--- src/rtl/ppg_fifo_pkg.sv ---
// Shared width helpers and write-when-full mode encodings for the PPG sample FIFO.
package ppg_fifo_pkg;

   localparam int OVW_DROP_NEW = 0;
   localparam int OVW_DROP_OLD = 1;

   function automatic int PTR_W(input int depth);
      return (depth > 1) ? $clog2(depth) : 1;
   endfunction

   function automatic int LVL_W(input int depth);
      return $clog2(depth + 1);
   endfunction

endpackage

--- src/rtl/ppg_ptr_wrap.sv ---
// Modulo-DEPTH pointer with enable; wraps DEPTH-1 -> 0 for any DEPTH.
module ppg_ptr_wrap
   import ppg_fifo_pkg::*;
#(
   parameter int DEPTH = 24
) (
   input  logic                    clk,
   input  logic                    reset,
   input  logic                    en,
   output logic [PTR_W(DEPTH)-1:0] ptr
);

   localparam int W = PTR_W(DEPTH);

   logic [W-1:0] ptr_q;
   logic [W-1:0] ptr_d;

   // Next pointer value
   always_comb begin
      ptr_d = ptr_q;
      if (en) begin
         if (ptr_q == W'(DEPTH - 1)) begin
            ptr_d = {W{1'b0}};
         end else begin
            ptr_d = ptr_q + W'(1);
         end
      end else begin
         ptr_d = ptr_q;
      end
   end

   // Pointer register
   always_ff @(posedge clk or negedge reset) begin
      if (!reset) begin
         ptr_q <= {W{1'b0}};
      end else begin
         ptr_q <= ptr_d;
      end
   end

   assign ptr = ptr_q;

endmodule

--- src/rtl/ppg_sample_fifo.sv ---
// Sample FIFO with registered read port, occupancy/status flags and sticky
// overflow/underflow; write-when-full either drops the oldest or the new sample.
module ppg_sample_fifo
   import ppg_fifo_pkg::*;
#(
   parameter int WIDTH     = 10,
   parameter int DEPTH     = 24,
   parameter int OVERWRITE = 1,
   parameter int AFULL_TH  = DEPTH - 4,
   parameter int AEMPTY_TH = 4
) (
   input  logic                    clk,
   input  logic                    reset,
   input  logic                    wr_en,
   input  logic [WIDTH-1:0]        wr_data,
   input  logic                    rd_en,
   input  logic                    err_clr,
   output logic [WIDTH-1:0]        rd_data,
   output logic                    rd_valid,
   output logic                    full,
   output logic                    empty,
   output logic                    almost_full,
   output logic                    almost_empty,
   output logic [LVL_W(DEPTH)-1:0] level,
   output logic                    overflow,
   output logic                    underflow
);

   localparam int  PW     = PTR_W(DEPTH);
   localparam int  LW     = LVL_W(DEPTH);
   localparam bit  OVW_EN = (OVERWRITE == OVW_DROP_OLD);

   logic [WIDTH-1:0] mem_q [DEPTH];
   logic [PW-1:0]    wptr_s;
   logic [PW-1:0]    rptr_s;
   logic [LW-1:0]    level_q,     level_d;
   logic [WIDTH-1:0] rd_data_q,   rd_data_d;
   logic             rd_valid_q,  rd_valid_d;
   logic             overflow_q,  overflow_d;
   logic             underflow_q, underflow_d;
   logic             full_s, empty_s;
   logic             wr_acc_s, rd_acc_s, wadv_s, radv_s;

   assign full_s  = (level_q == LW'(DEPTH));
   assign empty_s = (level_q == {LW{1'b0}});

   // Accept decisions; an overwrite on full also pushes the read pointer past the dropped entry
   always_comb begin
      rd_acc_s = rd_en & ~empty_s;
      wr_acc_s = wr_en & (~full_s | OVW_EN | rd_acc_s);
      wadv_s   = wr_acc_s;
      radv_s   = rd_acc_s | (wr_acc_s & full_s);
   end

   // Occupancy, read port and sticky error next-state
   always_comb begin
      case ({wr_acc_s, rd_acc_s})
         2'b10:   level_d = full_s ? level_q : level_q + LW'(1);
         2'b01:   level_d = level_q - LW'(1);
         default: level_d = level_q;
      endcase
      rd_valid_d  = rd_acc_s;
      if (rd_acc_s) begin
         rd_data_d = mem_q[rptr_s];
      end else begin
         rd_data_d = rd_data_q;
      end
      overflow_d  = (wr_en & full_s & ~rd_acc_s) | (overflow_q & ~err_clr);
      underflow_d = (rd_en & empty_s) | (underflow_q & ~err_clr);
   end

   // Control and output registers
   always_ff @(posedge clk or negedge reset) begin
      if (!reset) begin
         level_q     <= {LW{1'b0}};
         rd_data_q   <= {WIDTH{1'b0}};
         rd_valid_q  <= 1'b0;
         overflow_q  <= 1'b0;
         underflow_q <= 1'b0;
      end else begin
         level_q     <= level_d;
         rd_data_q   <= rd_data_d;
         rd_valid_q  <= rd_valid_d;
         overflow_q  <= overflow_d;
         underflow_q <= underflow_d;
      end
   end

   // Sample storage, deliberately not reset
   always_ff @(posedge clk) begin
      if (wr_acc_s) begin
         mem_q[wptr_s] <= wr_data;
      end
   end

   ppg_ptr_wrap #(.DEPTH(DEPTH)) u_wptr (
      .clk   (clk),
      .reset (reset),
      .en    (wadv_s),
      .ptr   (wptr_s)
   );

   ppg_ptr_wrap #(.DEPTH(DEPTH)) u_rptr (
      .clk   (clk),
      .reset (reset),
      .en    (radv_s),
      .ptr   (rptr_s)
   );

   assign rd_data      = rd_data_q;
   assign rd_valid     = rd_valid_q;
   assign full         = full_s;
   assign empty        = empty_s;
   assign almost_full  = (level_q >= LW'(AFULL_TH));
   assign almost_empty = (level_q <= LW'(AEMPTY_TH));
   assign level        = level_q;
   assign overflow     = overflow_q;
   assign underflow    = underflow_q;

endmodule

--- config.mk ---
export PLATFORM = sky130hd
export DESIGN_NAME = ppg_sample_fifo
export DESIGN_NICKNAME = d
export VERILOG_FILES = /design/src/rtl/ppg_fifo_pkg.sv /design/src/rtl/ppg_ptr_wrap.sv /design/src/rtl/ppg_sample_fifo.sv
export SDC_FILE = /design/constraint.sdc
export NUM_CORES = 1
export LEC_CHECK = 0
export ABC_AREA = 1
export BUFFER_PORTS_ARGS = -buffer_cell sky130_fd_sc_hd__buf_2
export CAP_MARGIN = 20
export CORE_MARGIN = 2
export CORE_UTILIZATION = 35
export DETAILED_ROUTE_END_ITERATION = 6
export GPL_TIMING_DRIVEN = 0
export PLACE_DENSITY = 0.46
export SYNTH_ARGS = -nofsm -noshare
export SYNTH_HDL_FRONTEND = slang
export SYNTH_HIERARCHICAL = 1
export SYNTH_SLANG_ARGS = --single-unit
--- constraint.sdc ---
create_clock -name clk -period 2.51 [get_ports clk]
set_clock_uncertainty 0.1 [all_clocks]
set_input_delay 0.1255 -clock clk [delete_from_list [all_inputs] [get_ports clk]]
set_output_delay 0.1255 -clock clk [all_outputs]
set_load 0.03 [all_outputs]
; After elaboration in Yosys (flattened, before gate mapping)
; Memory sizes are Yosys's and may differ from the RTL's. A register that Yosys moved wholly into a read port is not among the register bits.
; Index checks and enable logic that the tools add are counted.
[totals]
word_cells = 41
mem_bits_rw = 240
input_bits = 15
reg_bits = 18
n_memories = 1
mem_bits_ro = 0
latch_bits = 0
[op_classes]
n_mul = 0
n_lt_le_gt_ge = 2
n_div = 0
shifts = 0
n_reduce_logical = 4
n_mux = 6
eq_ne = 6
bitwise_logic = 12
n_addsub = 4
[mem_list]
columns = name, words, width, rd, rd_ports_with_merged_regs, wr, line_no
row1 = mem_q, 24, 10, 1, 1, 1, ppg_sample_fifo.sv:33  ; logic [WIDTH-1:0] mem_q [DEPTH];
[op_table]
columns = operator, n
row1 = $add A5 B1 Y5 const B, 3
row2 = $eq A5 B5 Y1 const B, 3
row3 = $mux W5, 3
row4 = $pmux W5 S2, 1
row5 = $and A1 B1 Y1, 6
row6 = $ge A5 B5 Y1 const B, 1
row7 = $le A5 B3 Y1 const B, 1
row8 = $logic_not A5 Y1, 1
row9 = $sub A5 B1 Y5 const B, 1
row10 = $not A1 Y1, 3
row11 = $or A1 B1 Y1, 3
row12 = $eq A2 B1 Y1 const B, 1
row13 = $eq A2 B2 Y1 const B, 1
row14 = $mux W1, 2
row15 = $ne A2 B2 Y1 const B, 1
row16 = $reduce_and A2 Y1, 1
row17 = $reduce_bool A2 Y1, 1
row18 = $logic_not A1 Y1, 1

; Depth between registers and ports, before layout
; Gate-level depths: netlist of run 1.
[depth]
ltp_word = 6
mapped_depth = 15

; Cells and area by module
; Netlist of run 1, hierarchy kept.
[modules_own_cells]
columns = module, cells_per_inst, area_each_um2, instances, seq_area_each_um2
row1 = ppg_sample_fifo, 855, 10491.3, 1, 7657.3
row2 = ppg_ptr_wrap, 26, 244.0, 2, 125.1

; Worst setup path before layout of run 1
; OpenSTA, ideal clock, no wires.
[synth_timing]
path_type = register to register
start = reg level_q[1], in the netlist level[1]
end = reg u_rptr.ptr_q[1], in the netlist u_rptr/ptr[1]
path_buffers = 0
slack_ps = 384
t_arrival_ps = 1901
stages_incl_launch_ff = 7
required_ps = 2285
cell_sequence = dfrtp_1 > nor2_2 > nand2_1 > nor3_2 > nand2_1 > nand2_1 > mux2_2
[synth_between]
elab_cells_between_ends = 6
cone_classes = eq/ne (1) / bitwise (4) / reduce/logical (1)
[synth_rtl]
columns = item, line_no
row1 = "start, declared", ppg_sample_fifo.sv:36  ; logic [LW-1:0] level_q, level_d;
row2 = "start signal, assigned", ppg_sample_fifo.sv:75  ; level_q <= {LW{1'b0}};
row3 = "start signal, assigned", ppg_sample_fifo.sv:81  ; level_q <= level_d;
row4 = $eq A5 B5 Y1, ppg_sample_fifo.sv:44  ; assign full_s = (level_q == LW'(DEPTH));
row5 = via full, ppg_sample_fifo.sv:20  ; output logic full,
row6 = $and A1 B1 Y1, ppg_sample_fifo.sv:52  ; radv_s = rd_acc_s | (wr_acc_s & full_s);
row7 = $or A1 B1 Y1, ppg_sample_fifo.sv:52
row8 = via radv_s, ppg_sample_fifo.sv:42  ; logic wr_acc_s, rd_acc_s, wadv_s, radv_s;
row9 = "end signal, assigned", ppg_ptr_wrap.sv:35  ; ptr_q <= {W{1'b0}};
row10 = "end signal, assigned", ppg_ptr_wrap.sv:37  ; ptr_q <= ptr_d;
row11 = "end, declared", ppg_ptr_wrap.sv:15  ; logic [W-1:0] ptr_q;
; The timed path passes the listed nets, and every way through them passes these cells.
; A chain may end at the register's enable or synchronous reset.

==> results.toml, run 1 <==
[run_status]
status = "complete, no violations"

[global_route]
grt_pass1_wl_mm = 45.9
first_global_vias = 6846
grt_overflow = 0
track_usage = 0.190
grt_max_degree = 29
antenna_found_initial = 0

[logic_synthesis]
yosys_warnings = 6
yosysUniqueCellTypes = 32
synth_top_area_share = 0.656
synth_nets = 925
synth-async-reset-ratio = 0.104
ys_ff_latch = 268
seq_area_frac_synth = 0.720
post-synth-top-area-cell = "edfxtp_1"
synth_area_leaders = "edfxtp_1 66%, nor2_1 7.9%, dfrtp_1 6.4%"
synth_flop_cell = "edfxtp_1"
synth.most_common_cell = "edfxtp_1"
syn_area_sq_mm = 0.0110
synthCells = 907
avgSynthCellArea_sq_um = 12.1
synth_commonest_cells = "240 x edfxtp_1, 230 x nor2_1, 63 x o21ai_0, 62 x o21ai_1, 61 x o211ai_1"
synth_edf_count = 240

[sta]
rsz0062_at_grt = "false"
worst_pin_slew_ns = 1.11
hold_viol_final = 0
drv_slew = 0
fin_crit_sh = 0.956
fin_tns_setup_ns = 0
min_period_ns = 2.40
max_freq_ghz = 0.417
worst_slack_ns = 0.110
setup_viol = 0
slew-limit-headroom = 0.258

[final_layout]
fin_area_sq_mm = 0.0127
diodes = 0
fin_util = 0.413
area_growth_pct = 15.7
nNetsFinal = 1008
fin_cells = 1405
drive_gt1_frac = 0.129

[run]
maxCapViolations = 0

[critical_path]
worstSetupPathType = "reg2reg"
critical_path.max_fanout = 10
cp.arrival_ns = 2.73
cp-start-kind = "flop"
cp.required_ns = 2.84
end_kind = "flop"

[detailed_routing]
drc = 0
drt_pass1_iterations = 5
num_vias = 7276
final_antenna_net_count = 0
wl_per_cell_um = 22.2
first_iter_violations = 641
vias_per_cell = 5.18
wirelength_mm = 31.1

[placed_design]
place_ws_ns = -0.0497
dpl_cell_area_sq_mm = 0.0117
post-dp-hpwl_mm = 20.3
placed_cells = 1346
numPortBuffers = 36
gp_congestion = 0.826

[floorplanning]
start_util = 0.357
die_w_um = 181
rows = 64
core_sq_mm = 0.0307
die-area_sq_mm = 0.0328
fp.dieH_um = 181
io_pins = 37

[clock_network]
clk_pin_slew_ns = 0.06
cts_root_buffer = "clkbuf_16"
cts_max_level = 1
numCtsBuffers = 30
clk_latency_ns = 0.55
cts_tree = "built"
cts_num_sinks = 268
cts_buffer_depth = 3

[pwr]
vdd_ir_drop_max_v = 0.000523
power_leakage_nw = 4.41
powerDensity_mw_per_mm2 = 1190

[min_path]
hold_path.class = "in2reg"
-- power by group --
group	switching, mW	leakage [nW]	internal (mW)
Clock	1.72	0.436	2.32
Combinational	3.87	1.48	1.59
Sequential	0.323	2.49	5.30
-- state kept, by name, summed over array words and instances, names as in the netlist --
name and count:
level 5, mem_q 240, overflow 1, rd_data 10
rd_valid 1, u_rptr/ptr 5, u_wptr/ptr 5, underflow 1
-- final cells by class --
cell class / instances / area, sq um
Clock inverter: 15 / 88.8
Tap cell: 396 / 495
Multi-Input combinational cell: 558 / 2700
Timing Repair Buffer: 51 / 339
Fill cell: 2960 / 18100
Sequential cell: 268 / 7910
Inverter: 31 / 116
Buffer: 50 / 258
Clock buffer: 36 / 795
-- per-layer routing --
layer / wire length [um] / vias up / global-route usage
met5: 0 / - / 0
met4: 469 / 0 / 0.0407
met3: 1760 / 34 / 0.0276
met2: 13800 / 222 / 0.282
met1: 15100 / 3597 / 0.293
li1: - / 3423 / -
-- worst paths after layout --
check	startpoint	to	slack (ns)	depth (start not counted)
worst max-delay path	u_rptr/ptr[0]$_DFFE_PN0P_	rd_data[4]$_DFFE_PN0N_	0.11	9
worst min-delay path	wr_data[7]	mem_q[16][7]$_DFFE_PP_	0.006	1
worst max register to register	u_rptr/ptr[0]$_DFFE_PN0P_	rd_data[4]$_DFFE_PN0N_	0.11	9
worst min register to register	rd_data[5]$_DFFE_PN0N_	rd_data[5]$_DFFE_PN0N_	0.40	2
max in group asynchronous	reset	u_wptr/ptr[3]$_DFFE_PN0P_	1.76	2
min in group asynchronous	reset	u_rptr/ptr[0]$_DFFE_PN0P_	0.07	2
-- worst max-delay path, stage by stage (launching register included) --
cell	delay (ns)
dfrtp_1	0.60
inv_2	0.09
buf_6	0.17
buf_2	0.19
o21ai_0	0.37
o211ai_1	0.19
nand3_1	0.16
nand2_1	0.07
a21oi_1	0.25
nor2_1	0.07
-- metrics by stage --
stage                     power, mW  hold slack (ns)
after floorplan                9.11           -0.270
after global placement         11.1            0.124
after detailed placement       11.2            0.129
after CTS                      15.2         0.000734
after global routing           16.0          0.00678
final                          15.1          0.00581
-- cell usage in the layout, fill, tap and decap left out, types with 2 or more instances in the layout --
master,count
edfxtp_1,240
nor2_1,230
o21ai_1,63
o21ai_0,62
o211ai_1,61
buf_2,57
nand2_1,46
nand3_1,45
clkbuf_16,31
dfrtp_1,28
inv_1,25
clkbuf_1,23
a21oi_1,20
buf_6,11
clkinv_1,11
buf_4,8
clkinv_2,5
dlygate4sd3_1,5
inv_2,4
nand3_2,4
nand4_1,3
nand2_2,3
xnor2_1,3
ha_1,3
o22ai_1,2
clkbuf_2,2
xor2_1,2
or2_1,2
mux2_2,2
nor3_1,2
-- kinds of logic after synthesis --
kind of cell	synth area share
buf+inv	0.0340
compound gates	0.110
mux	0.00205
flops	0.720
fa+ha+maj	0.00342
simple gates	0.127
xor+xnor	0.00399
-- repair_timing --
item,4_1_cts,5_1_grt
resized for setup,0,3
setup buffers,0,0
setup endpoints to repair,0,2
hold endpoints to repair,44,0
hold buffers,5,0
(Power assumes the default switching activity.)
==> run 2: changes to the inputs <==
REMOVE_ABC_BUFFERS = 1   (was unset)
==> results.toml, run 2 (same netlist as run 1, synthesis figures left out) <==
[final_layout]
drive_gt1_frac = 0.118
nNetsFinal = 965
num-fill-cells = 2937
diodes = 0
largest-register = "mem_q"
final_cell_mix = "240 x edfxtp_1, 230 x nor2_1, 63 x o21ai_0, 62 x o21ai_1, 61 x o211ai_1"
area_growth_pct = 16.3
fin_area_sq_mm = 0.0128
fin_util = 0.415
mostFrequentLayoutCell = "edfxtp_1"
largest_reg_flops = 240
fin_cells = 1367

[global_route]
grt_pass1_wl_mm = 43.3
antenna_found_initial = 0
grt_max_degree = 60
first_global_vias = 6745
grt_overflow = 0
track_usage = 0.176

[sta]
worst_pin_slew_ns = 1.09
whs_ns = -0.00837
rsz0062_at_grt = "false"
setup_viol = 0
drv_slew = 0
hold_viol_final = 15
max_freq_ghz = 0.415
worst_slack_ns = 0.0975
slew-limit-headroom = 0.269
min_period_ns = 2.41
fin_crit_sh = 0.961

[detailed_routing]
drt_pass1_iterations = 5
vias_per_cell = 5.10
drc = 0
final_antenna_net_count = 0
wirelength_mm = 29.1
first_iter_violations = 488
wl_per_cell_um = 21.3
num_vias = 6977

[clock_network]
numCtsBuffers = 30
cts_buffer_depth = 3
clk_pin_slew_ns = 0.06
cts_root_buffer = "clkbuf_16"
cts_max_level = 1
cts_num_sinks = 268
cts_tree = "built"
clk_latency_ns = 0.55

[floorplanning]
rows = 64
fp.dieH_um = 181
start_util = 0.357
core_sq_mm = 0.0307
die_w_um = 181
io_pins = 37
die-area_sq_mm = 0.0328

[critical_path]
worstReg2RegStart = "u_wptr/ptr[0]$_DFFE_PN0P_"
reg2reg_slack_ns = 0.1
ff2ff_path_depth = 3
cp.arrival_ns = 2.47
critical_path.max_fanout = 10
worstReg2RegEnd = "mem_q[4][4]$_DFFE_PP_"
worstSetupPathType = "reg2reg"
cp-start-kind = "flop"
end_kind = "flop"
cp.required_ns = 2.57

[placed_design]
placed_cells = 1293
dpl_cell_area_sq_mm = 0.0115
gp_congestion = 0.769
post-dp-hpwl_mm = 15.6
numPortBuffers = 36
place_ws_ns = -0.613

[pwr]
powerDensity_mw_per_mm2 = 1210
vdd_ir_drop_max_v = 0.000585
p_total_mw = 15.4
power_leakage_nw = 4.40

[min_path]
hold_depth = 1
hold_path.class = "in2reg"
worstHoldEndpoint = "mem_q[4][3]$_DFFE_PP_"
min_from = "wr_data[3]"

[run]
maxCapViolations = 0

[run_status]
violations = "hold timing"
status = "complete, but fails checks"
-- run 2: changes by cell type in the layout (fill, tap and decap cells not counted), moves of 4 or more --
| cell | previous run | this run |
|---|---|---|
| buf_2 | 57 | 36 |
| clkinv_1 | 11 | 4 |
| buf_6 | 11 | 5 |
| clkbuf_1 | 23 | 8 |
| buf_4 | 8 | 1 |
| clkbuf_8 | 0 | 4 |
-- run 2: worst max path at each step --
| stage | cells past startpoint | start | slack (ns) | to |
|---|---|---|---|---|
| finish | 3 | u_wptr/ptr[0]$_DFFE_PN0P_ | 0.1 | mem_q[4][4]$_DFFE_PP_ |
| global route | 9 | u_rptr/ptr[0]$_DFFE_PN0P_ | 0.002 | rd_data[7]$_DFFE_PN0N_ |
| CTS | 7 | u_rptr/ptr[1]$_DFFE_PN0P_ | 0.05 | rd_data[6]$_DFFE_PN0N_ |
| detailed placement | 9 | u_rptr/ptr[0]$_DFFE_PN0P_ | -0.61 | rd_data[6]$_DFFE_PN0N_ |
| global placement | 7 | u_rptr/ptr[0]$_DFFE_PN0P_ | -6.03 | rd_data[4]$_DFFE_PN0N_ |
| floorplan | 7 | u_rptr/ptr[0]$_DFFE_PN0P_ | -1.74 | rd_data[0]$_DFFE_PN0N_ |
-- run 2: critical path: stages, from the launching register on --
cell,delay [ns]
dfrtp_1,0.45
inv_1,0.10
nand3_1,0.38
nor2_1,0.98
-- run 2: per-layer routing --
layer / GRT usage / wire length, um
met5: 0 / 0
met4: 0.0543 / 858
met3: 0.0258 / 1060
met2: 0.289 / 13600
met1: 0.243 / 13600
-- run 2: cell type report --
cell class / count / area (sq um) / area share
clock inverter: 12 / 108 / 0.00843
inverter: 31 / 124 / 0.00970
sequential: 268 / 7920 / 0.620
multi-input combinational: 558 / 2700 / 0.211
tap: 396 / 495 / 0.0388
clock buffer: 44 / 886 / 0.0694
timing repair buffer: 58 / 537 / 0.0420
-- run 2: report_power, final --
part / internal, mW / switching (mW)
Clock: 2.64 / 1.74
Combinational: 1.69 / 3.51
Sequential: 5.31 / 0.534
Total: 9.64 / 5.78
-- run 2: metrics by stage --
step	hold WS [ns]	setup TNS, ns
final	-0.00837	0
after global placement	0.134	-71.38
after CTS	0.0000437	0
after global routing	0.0000898	0
after floorplan	-0.270	-19.55
after detailed placement	0.130	-5.22
-- run 2: repair_timing --
action,4_1_cts,5_1_grt
gates cloned,2,0
hold endpoints to repair,75,0
resized for setup,3,0
hold buffers,7,0
setup buffers,3,1
endpoints found under the setup margin,10,4
